`src/rtl/uart_rx_os.sv`:
```
// uart_rx_os: 8N1 UART receiver using 8x oversampling.
// Each bit is decided by a majority vote of the samples at indices 3, 4 and 5.
// Reception ends on stop-bit sample 5, so a back-to-back start bit is not missed.
module uart_rx_os #(
  parameter int clk_freq  = 1000000,
  parameter int baud_rate = 9600
) (
  input  logic       clk,
  input  logic       rst,
  input  logic       rx,
  output logic [7:0] dout,
  output logic       done,
  output logic       frame_err,
  output logic       busy
);

  localparam int DIV = clk_freq / (baud_rate * 8);
  localparam int DW  = (DIV > 2) ? $clog2(DIV) : 1;
  localparam logic [DW-1:0] DIV_LAST = DW'(DIV - 1);

  typedef enum logic [1:0] {
    S_IDLE  = 2'd0,
    S_START = 2'd1,
    S_DATA  = 2'd2,
    S_STOP  = 2'd3
  } state_t;

  // Majority of three samples.
  function automatic logic maj3(input logic a, input logic b, input logic c);
    return (a & b) | (a & c) | (b & c);
  endfunction

  state_t        r_state;
  logic          r_sync0;
  logic          r_sync1;
  logic          r_rx_prev;
  logic [DW-1:0] r_div;
  logic [2:0]    r_sidx;
  logic [2:0]    r_bitcnt;
  logic          r_s3;
  logic          r_s4;
  logic [7:0]    r_shift;
  logic [7:0]    r_dout;
  logic          r_done;
  logic          r_ferr;
  logic          r_busy;

  logic w_rx_s;
  logic w_fall;
  logic w_tick;
  logic w_vote;

  assign w_rx_s = r_sync1;
  assign w_fall = r_rx_prev & ~w_rx_s;
  assign w_tick = (r_div == DIV_LAST);
  // The vote is only consumed on the tick at sample index 5.
  assign w_vote = maj3(r_s3, r_s4, w_rx_s);

  assign dout      = r_dout;
  assign done      = r_done;
  assign frame_err = r_ferr;
  assign busy      = r_busy;

  // Synchronizer, oversample divider, and the receive state machine.
  always_ff @(posedge clk or posedge rst) begin
    if (rst) begin
      r_state   <= S_IDLE;
      r_sync0   <= 1'b1;
      r_sync1   <= 1'b1;
      r_rx_prev <= 1'b1;
      r_div     <= '0;
      r_sidx    <= 3'd0;
      r_bitcnt  <= 3'd0;
      r_s3      <= 1'b0;
      r_s4      <= 1'b0;
      r_shift   <= 8'h00;
      r_dout    <= 8'h00;
      r_done    <= 1'b0;
      r_ferr    <= 1'b0;
      r_busy    <= 1'b0;
    end else begin
      r_sync0   <= rx;
      r_sync1   <= r_sync0;
      r_rx_prev <= w_rx_s;
      r_done    <= 1'b0;
      r_ferr    <= 1'b0;

      if (w_tick) begin
        r_div <= '0;
      end else begin
        r_div <= r_div + DW'(1);
      end

      // Sample counter and the two stored samples ahead of the vote.
      if (w_tick && (r_state != S_IDLE)) begin
        r_sidx <= r_sidx + 3'd1;
        if (r_sidx == 3'd3) begin
          r_s3 <= w_rx_s;
        end
        if (r_sidx == 3'd4) begin
          r_s4 <= w_rx_s;
        end
      end

      case (r_state)
        S_IDLE: begin
          if (w_fall) begin
            r_div    <= '0;
            r_sidx   <= 3'd0;
            r_bitcnt <= 3'd0;
            r_state  <= S_START;
            r_busy   <= 1'b1;
          end
        end
        S_START: begin
          if (w_tick) begin
            if ((r_sidx == 3'd5) && w_vote) begin
              // The low level did not last: treat it as a glitch.
              r_state <= S_IDLE;
              r_busy  <= 1'b0;
            end else if (r_sidx == 3'd7) begin
              r_state <= S_DATA;
            end
          end
        end
        S_DATA: begin
          if (w_tick) begin
            if (r_sidx == 3'd5) begin
              r_shift <= {w_vote, r_shift[7:1]};
            end
            if (r_sidx == 3'd7) begin
              r_bitcnt <= r_bitcnt + 3'd1;
              if (r_bitcnt == 3'd7) begin
                r_state <= S_STOP;
              end
            end
          end
        end
        S_STOP: begin
          // Leave at sample index 5 so the next start edge can be seen.
          if (w_tick && (r_sidx == 3'd5)) begin
            if (w_vote) begin
              r_dout <= r_shift;
              r_done <= 1'b1;
            end else begin
              r_ferr <= 1'b1;
            end
            r_state <= S_IDLE;
            r_busy  <= 1'b0;
          end
        end
        default: begin
          r_state <= S_IDLE;
          r_busy  <= 1'b0;
        end
      endcase
    end
  end

endmodule

```
`config.mk`:
```
export PLATFORM = sky130hd
export DESIGN_NAME = uart_rx_os
export DESIGN_NICKNAME = d
export VERILOG_FILES = /design/src/rtl/uart_rx_os.sv
export SDC_FILE = /design/constraint.sdc
export NUM_CORES = 1
export LEC_CHECK = 0
export ABC_AREA = 1
export CAP_MARGIN = 20
export CELL_PAD_IN_SITES_DETAIL_PLACEMENT = 2
export CELL_PAD_IN_SITES_GLOBAL_PLACEMENT = 2
export CORE_ASPECT_RATIO = 0.8
export CORE_MARGIN = 2
export CORE_UTILIZATION = 36
export CTS_CLUSTER_SIZE = 24
export DETAILED_ROUTE_END_ITERATION = 10
export PLACE_DENSITY = 0.8
export SKIP_LAST_GASP = 1
export SYNTH_ARGS = -nofsm -noshare
export SYNTH_HDL_FRONTEND = slang
export SYNTH_SLANG_ARGS = --single-unit
```
`constraint.sdc`:
```
create_clock -name clk -period 1.91 [get_ports clk]
set_clock_uncertainty 0.2 [all_clocks]
set_input_delay 0.2865 -clock clk [delete_from_list [all_inputs] [get_ports clk]]
set_output_delay 0.2865 -clock clk [all_outputs]
set_load 0.05 [all_outputs]
```
==> impl_metrics.xml, run 1 <==
<?xml version="1.0" encoding="UTF-8"?>
<metrics>
  <group name="status">
    <metric name="outcome" unit="">complete, no violations</metric>
  </group>
  <group name="hold_path">
    <metric name="hold_path.startpoint" unit="">r_sync0</metric>
    <metric name="min-delay-path-class" unit="">reg -&gt; reg</metric>
  </group>
  <group name="synthesis">
    <metric name="synthesis.area" unit="um^2">1790</metric>
    <metric name="synth.most_common_cell" unit="">sky130_fd_sc_hd__nand2_1</metric>
    <metric name="synth_largest_type_area_fraction" unit="">0.462</metric>
    <metric name="sequential_fraction_of_the_synthesis_area" unit="">0.506</metric>
    <metric name="postSynthCellCount" unit="">188</metric>
    <metric name="number_of_register_bits_inferred_by_synthesis" unit="">36</metric>
    <metric name="netlist_top_cells_area" unit="">sky130_fd_sc_hd__dfrtp_1 (46%), sky130_fd_sc_hd__nand2_1 (9.9%), sky130_fd_sc_hd__ha_1 (9.1%)</metric>
    <metric name="commonest_cells_in_the_netlist" unit="">sky130_fd_sc_hd__nand2_1 (47), sky130_fd_sc_hd__dfrtp_1 (33), sky130_fd_sc_hd__inv_1 (29)</metric>
    <metric name="synth_enable_flop_cells" unit="">0</metric>
    <metric name="synthDominantAreaCellType" unit="">sky130_fd_sc_hd__dfrtp_1</metric>
    <metric name="number_of_library_cell_types_mapped_by_synthesis" unit="">25</metric>
    <metric name="synthesis.nets" unit="">204</metric>
    <metric name="postSynth.asyncResetShare" unit="">1.00</metric>
    <metric name="synth_ff_type" unit="">sky130_fd_sc_hd__dfrtp_1</metric>
    <metric name="synth.avg_cell_area" unit="um^2">9.51</metric>
    <metric name="yosys_warnings" unit="">0</metric>
  </group>
  <group name="global_route">
    <metric name="grt_pass1_vias" unit="">1466</metric>
    <metric name="global_route.overflow_total" unit="">0</metric>
    <metric name="global_route_usage_over_all_layers" unit="">0.180</metric>
    <metric name="antenna_found_initial" unit="">0</metric>
    <metric name="grt_start_max_net_pins" unit="">37</metric>
    <metric name="grt_first_pass_wirelength" unit="mm">7.27</metric>
  </group>
  <group name="place">
    <metric name="numPlacedInstances" unit="">259</metric>
    <metric name="place.port_buffers" unit="">13</metric>
    <metric name="dp.final_hpwl" unit="mm">3.26</metric>
    <metric name="place.gp.congestion" unit="">0.759</metric>
  </group>
  <group name="drt">
    <metric name="drtIter0Drc" unit="">36</metric>
    <metric name="post_drt_wl_per_cell" unit="um">16.4</metric>
    <metric name="route.antenna.remaining_nets" unit="">0</metric>
    <metric name="drt_wl_total" unit="mm">4.44</metric>
    <metric name="routed_vias_inst" unit="">4.86</metric>
    <metric name="dr.pass1.iters" unit="">4</metric>
    <metric name="via_count" unit="">1316</metric>
    <metric name="drc_viols" unit="">0</metric>
  </group>
  <group name="worst_setup_path">
    <metric name="critPathSlowestCell" unit="">sky130_fd_sc_hd__dfrtp_1</metric>
    <metric name="slowest_delay" unit="ns">0.42</metric>
    <metric name="crit_path_start" unit="">r_sidx[0]</metric>
    <metric name="critical_path.cell_chain" unit="">ha_1, ha_1, a21boi_1, nand2b_1, nor2_1, nand4_1, nand2_1</metric>
    <metric name="critPathMaxFanout" unit="">4</metric>
    <metric name="path_common_cell" unit="">sky130_fd_sc_hd__ha_1</metric>
    <metric name="timing.critical_path.buf_inv" unit="">0</metric>
    <metric name="crit_path_start_kind" unit="">register</metric>
    <metric name="critical_path_arrival" unit="ns">1.76</metric>
    <metric name="reg2reg_from" unit="">r_sidx[0]</metric>
    <metric name="setup.worst_path.class" unit="">reg -&gt; reg</metric>
    <metric name="critical_path.top_delay_family" unit="">adder cells</metric>
    <metric name="worst_ep_required_time" unit="ns">1.88</metric>
    <metric name="endpoint_kind" unit="">register</metric>
  </group>
  <group name="sta">
    <metric name="period_needed" unit="ns">1.79</metric>
    <metric name="tightestPinTransition" unit="ns">0.336</metric>
    <metric name="slew_viol_final" unit="">0</metric>
    <metric name="timing.max_slew.rel_slack" unit="">0.774</metric>
    <metric name="post-route-period-util" unit="">0.937</metric>
    <metric name="setup_viol" unit="">0</metric>
    <metric name="maxClockFrequency" unit="MHz">559</metric>
    <metric name="hold_violations" unit="">0</metric>
    <metric name="finalHoldWorstSlack" unit="ns">0.164</metric>
  </group>
  <group name="cells_and_area">
    <metric name="finish.utilization" unit="">0.450</metric>
    <metric name="num-nets-final" unit="">226</metric>
    <metric name="num_antenna_cells" unit="">0</metric>
    <metric name="area_growth_syn_to_layout" unit="%">17.8</metric>
    <metric name="layout-drive-gt1-share" unit="">0.251</metric>
    <metric name="finish.cell_count_without_fillers" unit="">271</metric>
  </group>
  <group name="floorplanning">
    <metric name="initial_utilization" unit="">0.382</metric>
    <metric name="floorplan.die.width" unit="um">82.8</metric>
    <metric name="design.core.area" unit="um^2">4680</metric>
    <metric name="die_height" unit="um">67.0</metric>
    <metric name="pin_count" unit="">14</metric>
    <metric name="die-area" unit="um^2">5550</metric>
    <metric name="placementRows" unit="">22</metric>
  </group>
  <group name="clock_tree">
    <metric name="post_cts_hold_buffer_count" unit="">0</metric>
    <metric name="cts_num_sinks" unit="">36</metric>
    <metric name="clk_root_buf" unit="">sky130_fd_sc_hd__clkbuf_8</metric>
    <metric name="ctsLongestPathBuffers" unit="">2</metric>
    <metric name="htree_levels" unit="">2</metric>
    <metric name="cts-buffers-inserted" unit="">5</metric>
    <metric name="worst_skew_pair.late_latency" unit="ns">0.28</metric>
    <metric name="worst_setup_hold_path_clk_slew" unit="ns">0.07</metric>
    <metric name="clock_tree_from_tritoncts" unit="">built</metric>
  </group>
  <group name="power_and_ir_drop">
    <metric name="power_density" unit="nW/um^2">1000</metric>
    <metric name="vdd_ir_drop_max" unit="mV">0.462</metric>
    <metric name="p_leak" unit="nW">1.06</metric>
    <metric name="p_total" unit="mW">2.10</metric>
  </group>
  <group name="job">
    <metric name="max-cap-violations" unit="">0</metric>
  </group>
</metrics>
## power breakdown
part / switching, mW / total [mW] / internal (mW)
Clock: 0.262 / 0.518 / 0.256
Combinational: 0.394 / 0.631 / 0.237
Sequential: 0.0966 / 0.955 / 0.859
## per-layer routing
metal  share of wire  up-vias  GRT usage
met1            0.41      661      0.211
met4           0.011        0     0.0369
met3           0.031        7     0.0407
li1                -      634          -
met5               0        -          0
met2            0.54       14      0.333
## path summary, 6_finish.rpt
path	end	slack, ns	cells after the start
worst max register to register	register	0.12	7
worst max-delay path	register	0.12	7
min in group asynchronous	r_bitcnt[0]	0.18	3
max in group asynchronous	r_rx_prev	1.08	3
worst min-delay path	r_sync1	0.16	0
worst min register to register	r_sync1	0.16	0
## cell usage in the layout, fill, tap and decap left out, types with 3 or more instances in the layout
cell and instances:
sky130_fd_sc_hd__clkbuf_8 5, sky130_fd_sc_hd__nand2_1 46, sky130_fd_sc_hd__dfstp_2 3, sky130_fd_sc_hd__o21ai_1 3, sky130_fd_sc_hd__ha_1 11, sky130_fd_sc_hd__nor2_1 7, sky130_fd_sc_hd__o21ai_0 5, sky130_fd_sc_hd__nand3_1 9
sky130_fd_sc_hd__dfrtp_1 32, sky130_fd_sc_hd__buf_4 15, sky130_fd_sc_hd__inv_1 29, sky130_fd_sc_hd__a21oi_1 4, sky130_fd_sc_hd__o21ai_2 16
## timing repair
| item | in CTS | in global routing |
|---|---|---|
| setup endpoints to repair | 0 | 19 |
| resized for setup | 0 | 9 |
| setup buffers | 0 | 4 |
## flip-flops by register name, summed over array words and instances, names as in the netlist, named ones only
register   count
r_sync0        1
busy           1
r_sync1        1
r_sidx         3
dout           8
r_bitcnt       3
r_state        1
r_div          4
r_rx_prev      1
r_s3           1
done           1
r_s4           1
r_shift        8
frame_err      1
## through the flow
stage               area, um^2  setup TNS (ns)  worst slack [ns]
floorplan                 1790               0             0.282
global placement          1960               0            0.0628
detailed placement        1960               0            0.0548
CTS                       2040               0           0.00609
global route              2110         -0.0105          -0.00816
finish                    2110               0             0.121
## cells by family (layout without fill, tap and decap cells)
kind of cell,count (synthesis),in the layout,synth area share
simple gates,74,74,0.192
fa+ha+maj,13,13,0.0910
flops,36,36,0.506
buf+inv,32,55,0.0763
compound gates,31,31,0.125
xor+xnor,2,2,0.00980
## final cells by class
| cell class | instances | area (um^2) |
|---|---|---|
| fillers | 526 | 2570 |
| clock buffers | 7 | 76.3 |
| clock inverters | 1 | 5.00 |
| repair buffers | 18 | 153 |
| well taps | 60 | 75.1 |
| multi-input cells | 120 | 782 |
| flip-flops and latches | 36 | 906 |
| inverters | 29 | 109 |
(Power assumes the default switching activity.)
==> run 2, diff against run 1 <==
--- a/config.mk
+++ b/config.mk
@@ -6,6 +6,7 @@
 export NUM_CORES = 1
 export LEC_CHECK = 0
 export ABC_AREA = 1
+export ABC_CLOCK_PERIOD_IN_PS = 1910
 export CAP_MARGIN = 20
 export CELL_PAD_IN_SITES_DETAIL_PLACEMENT = 2
 export CELL_PAD_IN_SITES_GLOBAL_PLACEMENT = 2
==> results of run 2 <==
Same layout as run 1: the final DEF is identical, and so are final timing and power.
